===== src/rtl/alu_arbiter.sv =====
// Shares one combinational ALU between NUM_REQ requesters: round-robin grant,
// one op in flight, operands held for the op's latency, ID-tagged response with backpressure.
module alu_arbiter #(
    parameter int DATA_WIDTH  = 32,
    parameter int NUM_REQ     = 2,
    parameter int MUL_LATENCY = 3,
    parameter int ID_W        = $clog2(NUM_REQ),
    parameter int OP_W        = 4
) (
    input  logic                         clk_i,
    input  logic                         rst_ni,
    input  logic [NUM_REQ-1:0]           req_valid_i,
    output logic [NUM_REQ-1:0]           req_ready_o,
    input  logic [NUM_REQ*DATA_WIDTH-1:0] req_operand_a_i,
    input  logic [NUM_REQ*DATA_WIDTH-1:0] req_operand_b_i,
    input  logic [NUM_REQ*OP_W-1:0]       req_op_i,
    output logic [DATA_WIDTH-1:0]        alu_operand_a_o,
    output logic [DATA_WIDTH-1:0]        alu_operand_b_o,
    output logic [OP_W-1:0]              alu_operation_o,
    input  logic [DATA_WIDTH-1:0]        alu_result_i,
    input  logic                         alu_zero_i,
    input  logic                         alu_negative_i,
    input  logic                         alu_overflow_i,
    output logic                         rsp_valid_o,
    input  logic                         rsp_ready_i,
    output logic [ID_W-1:0]              rsp_id_o,
    output logic [DATA_WIDTH-1:0]        rsp_result_o,
    output logic                         rsp_zero_o,
    output logic                         rsp_negative_o,
    output logic                         rsp_overflow_o,
    output logic                         busy_o
);
    // state | meaning
    // IDLE  | nothing in flight, accept window open
    // EXEC  | operands held on the ALU, latency counter running
    // RESP  | response registered, waiting for rsp_ready_i
    localparam logic [1:0] S_IDLE = 2'd0;
    localparam logic [1:0] S_EXEC = 2'd1;
    localparam logic [1:0] S_RESP = 2'd2;

    localparam logic [OP_W-1:0] ALU_ADD = OP_W'(0);
    localparam logic [OP_W-1:0] ALU_MUL = OP_W'(9);

    localparam int              CNT_W    = $clog2(MUL_LATENCY + 1);
    localparam logic [ID_W:0]   NREQ     = (ID_W + 1)'(NUM_REQ);
    localparam logic [ID_W-1:0] LAST_RST = ID_W'(NUM_REQ - 1);

    logic [1:0]            state;
    logic [ID_W-1:0]       last_grant;
    logic [ID_W-1:0]       issue_id;
    logic [CNT_W-1:0]      cnt;

    logic                  grant_found;
    logic [ID_W-1:0]       grant_idx;
    logic [ID_W:0]         cand;
    logic                  accept_win;
    logic                  accept;
    logic [DATA_WIDTH-1:0] sel_a;
    logic [DATA_WIDTH-1:0] sel_b;
    logic [OP_W-1:0]       sel_op;

    // Search from last_grant+1 upward, wrapping at NUM_REQ.
    always_comb begin
        grant_found = 1'b0;
        grant_idx   = '0;
        cand        = '0;
        for (int i = 1; i <= NUM_REQ; i++) begin
            cand = {1'b0, last_grant} + (ID_W + 1)'(i);
            if (cand >= NREQ) begin
                cand = cand - NREQ;
            end
            if (!grant_found && req_valid_i[cand[ID_W-1:0]]) begin
                grant_found = 1'b1;
                grant_idx   = cand[ID_W-1:0];
            end
        end
    end

    always_comb begin
        sel_a  = '0;
        sel_b  = '0;
        sel_op = ALU_ADD;
        for (int r = 0; r < NUM_REQ; r++) begin
            if (grant_idx == ID_W'(r)) begin
                sel_a  = req_operand_a_i[r*DATA_WIDTH +: DATA_WIDTH];
                sel_b  = req_operand_b_i[r*DATA_WIDTH +: DATA_WIDTH];
                sel_op = req_op_i[r*OP_W +: OP_W];
            end
        end
    end

    // Reset is folded in so no grant is advertised while rst_ni is held low.
    assign accept_win  = rst_ni && ((state == S_IDLE) || ((state == S_RESP) && rsp_ready_i));
    assign accept      = accept_win && grant_found;
    assign req_ready_o = accept ? (NUM_REQ'(1) << grant_idx) : '0;
    assign rsp_valid_o = (state == S_RESP);
    assign busy_o      = (state != S_IDLE);

    always_ff @(posedge clk_i) begin
        if (!rst_ni) begin
            state           <= S_IDLE;
            last_grant      <= LAST_RST;
            issue_id        <= '0;
            cnt             <= '0;
            alu_operand_a_o <= '0;
            alu_operand_b_o <= '0;
            alu_operation_o <= ALU_ADD;
            rsp_id_o        <= '0;
            rsp_result_o    <= '0;
            rsp_zero_o      <= 1'b0;
            rsp_negative_o  <= 1'b0;
            rsp_overflow_o  <= 1'b0;
        end else begin
            case (state)
                S_IDLE: begin
                    if (accept) begin
                        state <= S_EXEC;
                    end
                end
                S_EXEC: begin
                    if (cnt == '0) begin
                        state          <= S_RESP;
                        rsp_id_o       <= issue_id;
                        rsp_result_o   <= alu_result_i;
                        rsp_zero_o     <= alu_zero_i;
                        rsp_negative_o <= alu_negative_i;
                        rsp_overflow_o <= alu_overflow_i;
                    end else begin
                        cnt <= cnt - 1'b1;
                    end
                end
                S_RESP: begin
                    if (rsp_ready_i) begin
                        state <= accept ? S_EXEC : S_IDLE;
                    end
                end
                default: state <= S_IDLE;
            endcase

            if (accept) begin
                last_grant      <= grant_idx;
                issue_id        <= grant_idx;
                alu_operand_a_o <= sel_a;
                alu_operand_b_o <= sel_b;
                alu_operation_o <= sel_op;
                cnt             <= (sel_op == ALU_MUL) ? CNT_W'(MUL_LATENCY - 1) : '0;
            end
        end
    end

endmodule


===== config.mk =====
export PLATFORM = sky130hd
export DESIGN_NAME = alu_arbiter
export DESIGN_NICKNAME = d
export VERILOG_FILES = /design/src/rtl/alu_arbiter.sv
export SDC_FILE = /design/constraint.sdc
export NUM_CORES = 1
export LEC_CHECK = 0
export BUFFER_PORTS_ARGS = -buffer_cell sky130_fd_sc_hd__buf_4
export CORE_ASPECT_RATIO = 1.2
export CORE_MARGIN = 1
export CORE_UTILIZATION = 30
export CTS_BUF_LIST = sky130_fd_sc_hd__clkbuf_8
export DETAILED_ROUTE_END_ITERATION = 8
export GPL_ROUTABILITY_DRIVEN = 1
export GPL_TIMING_DRIVEN = 1
export PLACE_DENSITY_LB_ADDON = 0.25
export SLEW_MARGIN = 20
export SYNTH_ARGS = -nofsm -noshare
export SYNTH_HDL_FRONTEND = slang
export SYNTH_SLANG_ARGS = --single-unit

===== constraint.sdc =====
create_clock -name clk_i -period 1.8 [get_ports clk_i]
set_input_delay 0.09 -clock clk_i [delete_from_list [all_inputs] [get_ports clk_i]]
set_output_delay 0.09 -clock clk_i [all_outputs]
set_load 0.05 [all_outputs]

---- Yosys cells after proc, flatten, opt, wreduce, memory -nomap -nowiden ----
Index checks and enable logic that the tools add are counted.
word-level totals
  register bits after elaboration ......... 110
  latch bits .............................. 0
  RAM bits ................................ 0
  bits in read-only memories .............. 0
  input port bits ......................... 176
  output and inout port bits .............. 108
  word-level logic and storage cells ...... 65
  memories kept ........................... 0
operators by class
  $add $sub $neg .......................... 5
  multiply operators ...................... 0
  div/mod/pow operators ................... 0
  $lt $le $gt $ge ......................... 4
  equal/unequal tests ..................... 7
  shift operators ......................... 1
  muxes and demuxes ....................... 23
  bitwise gates (word level) .............. 0
  reduce and logical (&&, ||, !) cells .... 13
operator list
  kind                   number
  $mux W32               2
  $mux W2                8
  $mux W1                11
  $ne A2 B2 Y1 const B   3
  $pmux W2 S3            1
  $eq A4 B4 Y1 const B   1
  $ge A2 B2 Y1 const B   2
  $logic_and A1 B1 Y1    4
  $logic_not A2 Y1       2
  $lt A1 B2 Y1 const B   2
  $mux W4                1
  $reduce_and A2 Y1      2
  $reduce_bool A2 Y1     2
  $reduce_and A3 Y1      1
  $add A1 B1 Y2 const B  1
  $add A1 B2 Y2 const B  1
  $eq A2 B1 Y1 const B   1
  $eq A2 B2 Y1 const B   1
  $ne A2 B1 Y1 const B   1
  $shl A1 B1 Y2 const A  1
  $sub A1 B1 Y1 const B  2
  $sub A2 B1 Y2 const B  1
  $logic_not A1 Y1       1
  $logic_or A1 B1 Y1     1

---- Depth between registers and ports, before layout ----
Gate-level depths: netlist of the first run.
  depth in word-level cells ............... 13
  gate-level depth with buffers ........... 7
  mapped depth without buffers ............ 6

---- Worst setup path after synthesis of the first run ----
OpenSTA, ideal clock, no wires.
  path kind ............................... register to register
  start point ............................. reg state[1]
  end point ............................... reg alu_operand_a_o[0]
  setup time .............................. 0.123 ns
  arrival time ............................ 1.336 ns
  required time ........................... 1.677 ns
  setup slack ............................. 0.341 ns
  stages on the path, launching flop included .. 7
  buffers on the path ..................... 2
  period minus slack after synthesis ...... 1.459 ns
  path through ............................ dfxtp_1 nor2b_4 o31a_1 buf_2 buf_2 a222oi_1 inv_1
between the ends
  word-level cells in the longest chain between the ends .. 5
  elaborated cells between the ends (all ways) .. 6
  classes of those cells .................. eq/ne: 1; reduce/logical: 5
RTL lines
  element                 line  source
  from (decl)             48    logic [1:0] state;
  from (signal assigned)  134   state <= accept ? S_EXEC : S_IDLE;
  $eq A2 B2 Y1            93    assign accept_win = rst_ni && ((state == S_IDLE) || ((state == S_RESP) && rsp_ready_i));
  $logic_and A1 B1 Y1     93
  $logic_or A1 B1 Y1 *    93
  $logic_and A1 B1 Y1 *   93
  $logic_and A1 B1 Y1 *   94    assign accept = accept_win && grant_found;
  to (signal assigned)    143   alu_operand_a_o <= sel_a;
  to (decl)               17    output logic [DATA_WIDTH-1:0] alu_operand_a_o,
Every way passes the cells marked *; elsewhere a longest branch is shown, timed or not.
A chain may end at the register's enable or synchronous reset.

---- Worst setup path after layout of the first run ----
  start point ............................. reg state[1]
  end point ............................... reg alu_operand_a_o[12]
The elaborated chain is that of the path after synthesis.

==> metrics.md, run 1 <==
| Metric | Value |
|---|---|
| Status | `completed` |
| Tot GR Track Use | `0.2423` |
| Clk_skew | `0.007824 ns` |
| Largest net degree at the start of global routing | `40` |
| Commonest non-fill, non-tap cell in the layout | `buf_4` |
| Yosys top cell by area | `dfxtp_1` |
| Worst IR drop on VDD | `372.5 µV` |
| Max Root-Sink Buffers | `2` |
| Post-Syn Area | `4049 µm²` |
| Hold crit path type | `input pin to flip-flop` |
| Minimum clock period | `1.694 ns` |
| Sequential area share after synthesis | `0.5439` |
| RSZ-0062 raised after global routing | `no` |
| Via count | `5,174` |
| Total gr overflow | `0` |
| Global Route met1 Usage | `0.2666` |
| # rows | `46` |
| Ys Warns | `0` |
| Initial antenna violation count | `2` |
| CP Class | `flip-flop to flip-flop` |
| DRT iter0 DRCs | `597` |
| Worst Setup SP | `state[1]` |
| CTS Buf Count | `9` |
| First-pass GRT wire length | `26,100 µm` |
| Die Footprint | `13,970 µm²` |
| Tcrit/Tclk final | `0.9411` |
| Grt met3 use | `0.06087` |
| R2r startpoint | `state[1]` |
| Routed length per instance | `16.99 µm` |
| IO Port Bufs | `283` |
| Placed Cells | `855` |
| P per Cell Area | `755.7 nW/µm²` |
| Vias in the first global route | `5,163` |
| Hold_sp | `req_op_i[7]` |
| DRT Wirelength | `17,800 µm` |
| Number of I/O pins | `284` |
| CP endpoint kind | `flip-flop` |
| Setup crit start kind | `flip-flop` |
| Yosys top cell area share | `0.5439` |
| Initial core utilization | `0.3072` |
| Area post-placement | `6315 µm²` |
| Worst-path fanout max | `26` |
| Fin. Hold Viols | `0` |
| Max Transition Viols Final | `0` |
| Clk Latency, worst-skew pair | `0.36 ns` |
| Slew margin rel. | `0.6448` |
| Crit path required time | `2.03 ns` |
| Worst-path clk slew | `0.10 ns` |
| Syn Inst Count | `429` |
| Count of unique library cells instantiated by Yosys | `35` |
| Post-route cell area | `8282 µm²` |
| Sum Neg Setup Slack | `0 ns` |
| Worst hold slack | `0.03012 ns` |
| Num Clock Sinks | `110` |
| Avg Vias per Cell | `4.937` |
| Most frequent cells in the layout | `buf_4 (294), dlygate4sd3_1 (165), dfxtp_1 (108)` |
| Synthesized area per cell | `9.438 µm²` |
| Final setup violation count | `0` |
| Syn nets | `606` |
| Routability Congestion | `0.8019` |
| Max Freq | `590.3 MHz` |
| Worst-Margin Slew | `0.5317 ns` |
| Chip height | `129.3 µm` |
| Area Growth Syn to Fin | `104.5%` |
| Layout cells sized above 1 | `0.3710` |
| Final Non-Filler Cells | `1,048` |
| Root Buffer | `clkbuf_8` |
| Max Cap Viol | `0` |
| Post-route DRC | `0` |
| Leakage power | `4.114 nW` |
| Pre-Repair DR Iteration Count | `6` |
| Final net count | `1,048` |
| Final ANT Viol Nets | `0` |
| Worst path arrival time | `1.93 ns` |
| Synth Register Bits | `110` |
| Final HPWL from detailed placement | `10,140 µm` |
| H-tree levels | `3` |
| Clock tree from TritonCTS | `done` |
| Top cells by area, synth | `dfxtp_1 (54%), a222oi_1 (16%), nand2_1 (7.0%), inv_1 (6.4%), a21oi_1 (4.9%)` |
| Grt met2 use | `0.4316` |
| Core Region | `13,180 µm²` |
| Die width | `108.1 µm` |
| GRT Max-Usage Layer | `met2` |
[registers in the layout (all words and copies together), names as in the netlist]
| signal | count |
|---|---|
| alu_operand_a_o | 32 |
| alu_operand_b_o | 32 |
| alu_operation_o | 4 |
| cnt | 2 |
| issue_id | 1 |
| last_grant | 1 |
| rsp_id_o | 1 |
| rsp_negative_o | 1 |
| rsp_overflow_o | 1 |
| rsp_result_o | 32 |
| rsp_zero_o | 1 |
| state | 2 |
[report_power, final]
group	switching (mW)	internal, mW
sequential	0.115	2.63
clock	0.807	0.570
combinational	1.21	0.926
total	2.13	4.13
[synth_stat cells]
| master | n |
|---|---|
| o31a_1 | 1 |
| nor2_1 | 3 |
| nor3b_2 | 1 |
| buf_4 | 8 |
| or2_1 | 1 |
| nor2b_1 | 1 |
| nor2_2 | 1 |
| clkbuf_1 | 10 |
| o211ai_1 | 1 |
| a21boi_2 | 1 |
| o21a_1 | 1 |
| nand2_1 | 76 |
| a21o_1 | 1 |
| a32oi_1 | 1 |
| o21ai_1 | 1 |
| a222oi_1 | 64 |
| nor2b_4 | 1 |
| nor4b_2 | 1 |
| and3b_1 | 1 |
| buf_1 | 2 |
| inv_1 | 69 |
| dfxtp_1 | 110 |
| nand4_1 | 2 |
| o21ai_0 | 1 |
| nor3_1 | 1 |
| nor3b_1 | 2 |
| inv_2 | 1 |
| xnor2_1 | 1 |
| mux2i_1 | 6 |
| or2_2 | 1 |
| buf_2 | 13 |
| nand2b_1 | 3 |
| nand3b_1 | 1 |
| a21oi_1 | 40 |
| ha_1 | 1 |
[layout make-up]
cell class / instances / area [µm²]
well taps: 168 / 210.2
fillers: 1000 / 4898
clock buffers: 11 / 151.4
inverters: 70 / 262.8
repair buffers: 464 / 3974
flip-flops and latches: 110 / 2207
diodes: 4 / 10.01
clock inverters: 5 / 26.28
multi-input cells: 216 / 1440
[through the flow]
step                      setup WS [ns]  utilization  total power [mW]
after floorplan                  0.3408            -             3.827
after global placement           0.2179       0.4791             4.526
after detailed placement         0.1540       0.4791             4.554
after CTS                       0.02103       0.6306             6.297
after global routing            0.02290       0.6278             6.531
final                            0.1060       0.6283             6.258
[worst max-delay path, cell delays in order, from the launching register on]
cell,delay [ns]
dfxtp_4,0.36
nor2b_4,0.15
o31a_2,0.35
buf_4,0.24
a222oi_1,0.37
inv_1,0.10
[cell families after synthesis]
group | after synthesis | synth area share
fa+ha+maj | 1 | 0.003090
compound gates | 112 | 0.2228
mux | 6 | 0.01483
simple gates | 96 | 0.1063
buf+inv | 103 | 0.1069
flops | 110 | 0.5439
xor+xnor | 1 | 0.002164
[final timing paths]
kind,end,slack [ns],cells past startpoint
hold reg to reg,rsp_zero_o,0.46,2
hold / removal,alu_operation_o[3],0.03,3
setup reg to reg,alu_operand_a_o[12],0.11,5
setup / recovery,alu_operand_a_o[12],0.11,5
[layer usage]
layer  share of wire  vias up
met5         0.00067        -
met4           0.029        2
met3           0.080       46
met2            0.51      288
met1            0.38     2416
li1                -     2422
[what timing repair did]
action                                  in CTS  in global routing
buffers inserted                             5                  1
hold endpoints to repair                   101                  0
endpoints found under the setup margin       2                 19
pin swaps                                    2                  7
gates cloned                                 4                  0
resized for setup                            4                  5
hold buffers                               165                  0
Power figures use the tool's default switching activity.
==> run 2, diff against run 1 <==
--- a/config.mk
+++ b/config.mk
@@ -7,7 +7,7 @@
 export LEC_CHECK = 0
 export BUFFER_PORTS_ARGS = -buffer_cell sky130_fd_sc_hd__buf_4
 export CORE_ASPECT_RATIO = 1.2
-export CORE_MARGIN = 1
+export CORE_MARGIN = 3
 export CORE_UTILIZATION = 30
 export CTS_BUF_LIST = sky130_fd_sc_hd__clkbuf_8
 export DETAILED_ROUTE_END_ITERATION = 8
==> constraint.sdc (replaced) <==
create_clock -name clk_i -period 1.8 [get_ports clk_i]
set_input_delay 0.09 -clock clk_i [delete_from_list [all_inputs] [get_ports clk_i]]
set_output_delay 0.09 -clock clk_i [all_outputs]
set_load 0.01 [all_outputs]
==> run 2 against run 1 <==
Net effect: the flow now finishes with violations (DRC); routed wire length grew 10%; first-iteration DRC count up 27%; flip-flop and latch count unchanged; non-clock buffer count is 2 lower; count of clock-buffer cells in the layout fell by 1; hold slack got worse by 0.020 ns; final cell count shrank 0.67%; cell area hardly changed; clock power rose by 14%; sequential power barely moved; critical endpoint is now alu_operand_a_o[6].
==> metrics.md, run 2 (synthesis results as in run 1) <==
| Metric | Value |
|---|---|
| Die Footprint | `14,930 µm² (was 13,970 µm²)` |
| Logic pwr share | `0.265 (was 0.341)` |
| Clk Latency, worst-skew pair | `0.38 ns (was 0.36 ns)` |
| Status | `finished, violations left (was completed)` |
| Core Region | `12,950 µm² (was 13,180 µm²)` |
| Area Growth Syn to Fin | `104.7% (was 104.5%)` |
| Max Freq | `585.9 MHz (was 590.3 MHz)` |
| Commonest non-fill, non-tap cell in the layout | `buf_4 (unchanged)` |
| Pre-Repair DR Iteration Count | `9 (was 6)` |
| CP Cell Sequence | `nor2b_4, o31a_2, buf_12, a222oi_1, inv_1 (was nor2b_4, o31a_2, buf_4, a222oi_1, inv_1)` |
| Worst path arrival time | `1.98 ns (was 1.93 ns)` |
| Routability Congestion | `0.8909 (was 0.8019)` |
| Initial antenna violation count | `3 (was 2)` |
| Reg-to-reg slack, setup | `0.09 ns (was 0.11 ns)` |
| IO Port Bufs | `283 (unchanged)` |
| # rows | `45 (was 46)` |
| Tcrit/Tclk final | `0.9481 (was 0.9411)` |
| CP endpoint kind | `flip-flop (unchanged)` |
| Post-route DRC | `1 (was 0)` |
| Number of I/O pins | `284 (unchanged)` |
| Pint | `4.230 mW (was 4.126 mW)` |
| Initial core utilization | `0.3127 (was 0.3072)` |
| Seq pwr share | `0.469 (was 0.439)` |
| Largest net degree at the start of global routing | `67 (was 40)` |
| Critical register-to-register path endpoint | `alu_operand_a_o[6] (was alu_operand_a_o[12])` |
| Clock group share of total power | `0.267 (was 0.220)` |
| RSZ-0062 raised after global routing | `yes (was no)` |
| Max Transition Viols Final | `0 (unchanged)` |
| Layout cells sized above 1 | `0.3684 (was 0.3710)` |
| H-tree levels | `3 (unchanged)` |
| Critical path's slowest cell | `a222oi_1 (unchanged)` |
| Max Root-Sink Buffers | `2 (unchanged)` |
| Routed length per instance | `18.85 µm (was 16.99 µm)` |
| Die width | `112.1 µm (was 108.1 µm)` |
| Critical path's largest stage delay | `0.44 ns (was 0.37 ns)` |
| Tot GR Track Use | `0.2470 (was 0.2423)` |
| Chip height | `133.3 µm (was 129.3 µm)` |
| Final core occ | `0.6399 (was 0.6283)` |
| Final HPWL from detailed placement | `10,330 µm (was 10,140 µm)` |
| Num Clock Sinks | `110 (unchanged)` |
| Leakage power | `4.099 nW (was 4.114 nW)` |
| Worst-path fanout max | `66 (was 26)` |
| Final net count | `1,046 (was 1,048)` |
| Sum Neg Setup Slack | `0 ns (unchanged)` |
| R2r startpoint | `state[1] (unchanged)` |
| Via count | `5,306 (was 5,174)` |
| Hold path cells | `3 (unchanged)` |
| R2R depth | `5 (unchanged)` |
| First-pass GRT wire length | `29,290 µm (was 26,100 µm)` |
| Sum of buffers and inverters on the critical path | `2 (unchanged)` |
| DRT Wirelength | `19,620 µm (was 17,800 µm)` |
| Clk_skew | `0.01711 ns (was 0.007824 ns)` |
| Worst-Margin Slew | `0.5376 ns (was 0.5317 ns)` |
| Worst IR drop on VDD | `411.0 µV (was 372.5 µV)` |
| Crit path required time | `2.07 ns (was 2.03 ns)` |
| # fillers | `1,010 (was 1,000)` |
| Tot Pwr | `5.885 mW (was 6.258 mW)` |
| Hold crit path type | `input pin to flip-flop (unchanged)` |
| Slew margin rel. | `0.6412 (was 0.6448)` |
| Final setup violation count | `0 (unchanged)` |
| Final ANT Viol Nets | `0 (unchanged)` |
| Hold_sp | `req_op_i[1] (was req_op_i[7])` |
| Total gr overflow | `0 (unchanged)` |
| Vias in the first global route | `5,434 (was 5,163)` |
| Clock tree from TritonCTS | `done (unchanged)` |
| Root Buffer | `clkbuf_8 (unchanged)` |
| P per Cell Area | `710.1 nW/µm² (was 755.7 nW/µm²)` |
| Setup crit start kind | `flip-flop (unchanged)` |
| Max Cap Viol | `0 (unchanged)` |
| CP Class | `flip-flop to flip-flop (unchanged)` |
| Worst Hold End | `alu_operation_o[1] (was alu_operation_o[3])` |
| CTS Buf Count | `9 (unchanged)` |
| DRT iter0 DRCs | `759 (was 597)` |
| Avg Vias per Cell | `5.097 (was 4.937)` |
| Post-route cell area | `8287 µm² (was 8282 µm²)` |
| Minimum clock period | `1.707 ns (was 1.694 ns)` |
| Failing checks | `DRC` |
| Sw power | `1.655 mW (was 2.132 mW)` |
| Most frequent cells in the layout | `buf_4 (288), dlygate4sd3_1 (168), dfxtp_1 (108) (was buf_4 (294), dlygate4sd3_1 (165), dfxtp_1 (108))` |
| Area post-placement | `6340 µm² (was 6315 µm²)` |
| Biggest regs | `alu_operand_a_o: 32 flops, alu_operand_b_o: 32 flops, rsp_result_o: 32 flops (unchanged)` |
| Worst-path clk slew | `0.12 ns (was 0.10 ns)` |
| Fin. Hold Viols | `0 (unchanged)` |
| Sw Ratio | `0.2812 (was 0.3407)` |
| Cell family with most CP delay | `compound AO/OA/AOI/OAI gates (unchanged)` |
-- run 2: cell count changes in the layout (fill, tap and decap cells not counted), sizes merged --
cell,change
diode,-1
bufinv,+1
clkinvlp,+1
dlygate4sd3,+3
clkbuf,-1
buf,-4
bufbuf,-1
inv,-1
-- run 2: area by class of cell --
| cell class | instances | area (µm²) | share of cell area |
|---|---|---|---|
| repair buffers | 462 | 3955 | 0.4773 |
| flip-flops and latches | 110 | 2205 | 0.2660 |
| multi-input cells | 216 | 1445 | 0.1744 |
| inverters | 70 | 262.8 | 0.03171 |
| well taps | 164 | 205.2 | 0.02476 |
| clock buffers | 10 | 137.6 | 0.01661 |
| clock inverters | 6 | 68.82 | 0.008304 |
| diodes | 3 | 7.507 | 0.0009059 |
-- run 2: routing by layer --
metal | track usage | share of wire
met1 | 0.2586 | 0.34
met2 | 0.4460 | 0.51
met3 | 0.05997 | 0.086
met4 | 0.1450 | 0.059
met5 | 0 | 0
-- run 2: worst max-delay path by stage --
stage               cells after the start  startpoint  slack, ns                   to
floorplan                               6    state[1]       0.34   alu_operand_a_o[0]
global placement                        5    state[1]       0.28  alu_operand_b_o[28]
detailed placement                      5    state[1]       0.22  alu_operand_a_o[29]
CTS                                     6    state[0]       0.03   alu_operand_b_o[2]
global route                            5    state[1]      -0.02   alu_operand_a_o[6]
finish                                  5    state[1]       0.09   alu_operand_a_o[6]
-- run 2: power by group through the flow --
stage	logic [mW]	registers [mW]	clock network [mW]
2_1_floorplan	0.371	2.87	0
3_3_place_gp	1.16	2.79	0
3_5_place_dp	1.17	2.79	0
4_1_cts	1.53	2.74	1.60
5_1_grt	1.65	2.78	1.72
6_report	1.56	2.76	1.57
-- run 2: worst register-to-register path, cell delays in order (launching register included) --
cell	delay (ns)
dfxtp_2	0.35
nor2b_4	0.15
o31a_2	0.35
buf_12	0.20
a222oi_1	0.48
inv_1	0.09
-- run 2: repair_timing --
| item | 4_1_cts | 5_1_grt |
|---|---|---|
| pin swaps | 2 | 4 |
| endpoints found under the hold margin | 104 | 0 |
| setup buffers | 4 | 0 |
| cloned | 3 | 0 |
| hold buffers | 168 | 0 |
| resized for setup | 1 | 5 |
| setup endpoints to repair | 2 | 54 |
-- run 2: per-stage QoR --
step                setup WS (ns)  hold WS (ns)  std cells
finish                    0.09334       0.01012       1041
global route             -0.01954       0.01773       1041
CTS                       0.02939     0.0001493       1041
detailed placement         0.2157        0.3182        850
global placement           0.2844        0.3127        850
floorplan                  0.3408        0.2260        429
==> run 3, diff against run 2 <==
--- a/config.mk
+++ b/config.mk
@@ -5,12 +5,13 @@
 export SDC_FILE = /design/constraint.sdc
 export NUM_CORES = 1
 export LEC_CHECK = 0
-export BUFFER_PORTS_ARGS = -buffer_cell sky130_fd_sc_hd__buf_4
+export ABC_AREA = 1
 export CORE_ASPECT_RATIO = 1.2
 export CORE_MARGIN = 3
 export CORE_UTILIZATION = 30
 export CTS_BUF_LIST = sky130_fd_sc_hd__clkbuf_8
 export DETAILED_ROUTE_END_ITERATION = 8
+export DONT_BUFFER_PORTS = 1
 export GPL_ROUTABILITY_DRIVEN = 1
 export GPL_TIMING_DRIVEN = 1
 export PLACE_DENSITY_LB_ADDON = 0.25
==> run 3 against run 2 <==
Net effect: the flow now finishes without violations; clock skew down 0.0070 ns; synthesized cell count is 63% higher; final cell count grew 2.7%; die area increased by 15%; clock power about the same; non-clock buffer count is 266 lower; sequential power rose by 2%; total power decreased by 6.4%; synthesized area is 16% higher; via count down 0.28%.
==> metrics.md, run 3 <==
| Metric | Value |
|---|---|
| Number of enable flip-flop cells after synthesis | `0 (unchanged)` |
| # rows | `49 (was 45)` |
| CP Class | `flip-flop to flip-flop (unchanged)` |
| Synth Area in Simple Gates | `0.3608 (was 0.1063)` |
| Max Transition Viols Final | `0 (unchanged)` |
| Yosys top cell area share | `0.4693 (was 0.5439)` |
| Chip height | `143.0 µm (was 133.3 µm)` |
| Final ANT Viol Nets | `0 (unchanged)` |
| Hold_sp | `req_op_i[5] (was req_op_i[1])` |
| Worst IR drop on VDD | `417.7 µV (was 411.0 µV)` |
| Minimum clock period | `1.712 ns (was 1.707 ns)` |
| P per Cell Area | `793.1 nW/µm² (was 710.1 nW/µm²)` |
| Yosys top cell by area | `dfxtp_1 (unchanged)` |
| Initial antenna violation count | `0 (was 3)` |
| R2R depth | `7 (was 5)` |
| Syn nets | `876 (was 606)` |
| Post-synthesis adder-cell area fraction | `0.002667 (was 0.003090)` |
| Post-Synth XOR/XNOR Area | `0.001867 (was 0.002163)` |
| Sequential area share after synthesis | `0.4693 (was 0.5439)` |
| Avg Vias per Cell | `4.949 (was 5.097)` |
| Synthesized area per cell | `6.712 µm² (was 9.438 µm²)` |
| Area Growth Syn to Fin | `47.95% (was 104.7%)` |
| DRT iter0 DRCs | `311 (was 759)` |
| Clk Latency, worst-skew pair | `0.37 ns (was 0.38 ns)` |
| DRT Wirelength | `17,240 µm (was 19,620 µm)` |
| Worst-path clk slew | `0.10 ns (was 0.12 ns)` |
| R2r startpoint | `last_grant (was state[1])` |
| Final net count | `1,036 (was 1,046)` |
| Worst Hold End | `alu_operation_o[1] (unchanged)` |
| Total gr overflow | `0 (unchanged)` |
| Post-Syn Area | `4692 µm² (was 4049 µm²)` |
| Biggest regs | `alu_operand_a_o: 32 flops, alu_operand_b_o: 32 flops, rsp_result_o: 32 flops (unchanged)` |
| Post-synth ARST share | `0 (unchanged)` |
| Routability Congestion | `0.7744 (was 0.8909)` |
| Number of I/O pins | `284 (unchanged)` |
| Clk_skew | `0.01007 ns (was 0.01711 ns)` |
| Max Freq | `584.2 MHz (was 585.9 MHz)` |
| CTS Buf Count | `9 (unchanged)` |
| Synth Register Bits | `110 (unchanged)` |
| Tot GR Track Use | `0.1828 (was 0.2470)` |
| Post-route DRC | `0 (was 1)` |
| Post-route cell area | `6942 µm² (was 8287 µm²)` |
| Hold crit path type | `input pin to flip-flop (unchanged)` |
| Top cells by area, synth | `dfxtp_1 (47%), nand2_1 (29%), a21oi_1 (10%), nand3_1 (5.1%), buf_2 (2.3%) (was dfxtp_1 (54%), a222oi_1 (16%), nand2_1 (7.0%), inv_1 (6.4%), a21oi_1 (4.9%))` |
| Slew margin rel. | `0.3351 (was 0.6412)` |
| Worst hold slack | `0.03587 ns (was 0.01012 ns)` |
| Num Clock Sinks | `110 (unchanged)` |
| Hold path cells | `4 (was 3)` |
| Worst path arrival time | `1.98 ns (about the same)` |
| Most frequent cell after synthesis | `nand2_1 (was dfxtp_1)` |
| Compound-Gate Fraction of Synth Area | `0.1075 (was 0.2228)` |
| Final setup violation count | `0 (unchanged)` |
| Top cells by count, synth | `nand2_1 (365), dfxtp_1 (110), a21oi_1 (94) (was dfxtp_1 (110), nand2_1 (76), inv_1 (69))` |
| Fin. Hold Viols | `0 (unchanged)` |
| Largest family of logic cells by synthesized area | `simple AND/OR/NAND/NOR gates (was compound AO/OA/AOI/OAI gates)` |
| Worst-path fanout max | `15 (was 66)` |
| IO Port Bufs | `0 (was 283)` |
| Largest net degree at the start of global routing | `95 (was 67)` |
| Count of unique library cells instantiated by Yosys | `20 (was 35)` |
| Post-synthesis mux area share | `0 (was 0.01483)` |
| Vias in the first global route | `5,190 (was 5,434)` |
| Max Cap Viol | `0 (unchanged)` |
| Root Buffer | `clkbuf_8 (unchanged)` |
| Ys Warns | `0 (unchanged)` |
| Area post-placement | `4875 µm² (was 6340 µm²)` |
| CP endpoint kind | `flip-flop (unchanged)` |
| Pre-Repair DR Iteration Count | `5 (was 9)` |
| Tcrit/Tclk final | `0.9510 (was 0.9481)` |
| Most frequent cells in the layout | `nand2_1 (364), dlygate4sd3_1 (173), dfxtp_1 (110) (was buf_4 (288), dlygate4sd3_1 (168), dfxtp_1 (108))` |
| Core Region | `15,140 µm² (was 12,950 µm²)` |
| Clock tree from TritonCTS | `done (unchanged)` |
| Initial core utilization | `0.3098 (was 0.3127)` |
| First-pass GRT wire length | `25,560 µm (was 29,290 µm)` |
| Commonest non-fill, non-tap cell in the layout | `nand2_1 (was buf_4)` |
| Leakage power | `2.909 nW (was 4.099 nW)` |
| Layout cells sized above 1 | `0.05787 (was 0.3684)` |
| Critical register-to-register path endpoint | `alu_operation_o[0] (was alu_operand_a_o[6])` |
| Die Footprint | `17,180 µm² (was 14,930 µm²)` |
| Worst-Margin Slew | `0.9973 ns (was 0.5376 ns)` |
| Reg-to-reg slack, setup | `0.09 ns (about the same)` |
| Max Root-Sink Buffers | `2 (unchanged)` |
| Routed length per instance | `16.13 µm (was 18.85 µm)` |
| Final core occ | `0.4584 (was 0.6399)` |
| Setup crit start kind | `flip-flop (unchanged)` |
| Ys flop type | `dfxtp_1 (unchanged)` |
| Crit path required time | `2.06 ns (was 2.07 ns)` |
| Status | `completed (was finished, violations left)` |
| H-tree levels | `3 (unchanged)` |
| Via count | `5,291 (was 5,306)` |
| Die width | `120.2 µm (was 112.1 µm)` |
| Syn Inst Count | `699 (was 429)` |
| Final HPWL from detailed placement | `9855 µm (was 10,330 µm)` |
## run 3: cell types whose count changed after synthesis, moves of 6 or more
| cell | change |
|---|---|
| inv_1 | -60 |
| a21oi_1 | +54 |
| nand2_1 | +289 |
| clkbuf_1 | +9 |
| mux2i_1 | -6 |
| a222oi_1 | -64 |
| buf_2 | +9 |
| nand3_1 | +48 |
## run 3: worst max path at each step
stage                     from                  to  cells past startpoint
detailed placement    state[0]  alu_operation_o[0]                      5
global placement      state[0]  alu_operand_b_o[0]                      5
floorplan               cnt[0]    rsp_result_o[10]                      6
finish              last_grant  alu_operation_o[0]                      7
CTS                   state[0]      req_ready_o[0]                      4
global route        last_grant  alu_operation_o[0]                      7
## run 3: metal layers
metal | vias up | global-route usage | wire length, µm
li1 | 2526 | - | -
met2 | 288 | 0.3239 | 8769
met4 | 0 | 0.1055 | 818
met1 | 2403 | 0.1894 | 6186
met3 | 74 | 0.05943 | 1467
met5 | - | 0 | 0
## run 3: layout make-up
class                           instances  area [µm²]
Clock inverter                          5       63.81
Antenna cell                            1       2.502
Clock buffer                           11       151.4
Tap cell                              204       255.2
Inverter                               13       48.80
Sequential cell                       110        2202
Fill cell                            1459        8202
Timing Repair Buffer                  196        1989
Multi-Input combinational cell        529        2228
## run 3: power breakdown
part | total [mW] | leakage, nW | internal, mW | switching [mW]
Clock | 1.60 | 0.112 | 0.738 | 0.863
Sequential | 2.81 | 0.899 | 2.60 | 0.205
Combinational | 1.10 | 1.90 | 0.527 | 0.568
Total | 5.51 | 2.91 | 3.87 | 1.64
## run 3: critical path, cell delays in order, from the launching register on
cell,delay (ns)
dfxtp_1,0.33
nand2_2,0.11
nand2_4,0.08
buf_12,0.16
nand2_1,0.06
nand2_1,0.06
dlygate4sd3_1,0.56
a22o_1,0.23
## run 3: repair_timing
item,CTS,global route
buffers inserted,0,8
hold buffers,173,0
resized for setup,0,2
endpoints found under the setup margin,0,8
endpoints found under the hold margin,108,0
## run 3: kinds of logic after synthesis
| family | after synthesis |
|---|---|
| and+or+nand+nor | 427 |
| DFF | 110 |
| AOI/OAI and AO/OA | 100 |
| buffers and inverters | 60 |
| xor gates and xnor gates | 1 |
| adders and majority gates | 1 |
## run 3: per-stage QoR
stage	std cells	power [mW]	worst slack (ns)	setup TNS (ns)
CTS	1058	5.509	0.002720	0
global route	1068	5.805	-0.006478	-0.006478
detailed placement	869	3.572	0.4009	0
finish	1069	5.506	0.08826	0
floorplan	699	3.376	0.4557	0
global placement	869	3.550	0.4334	0
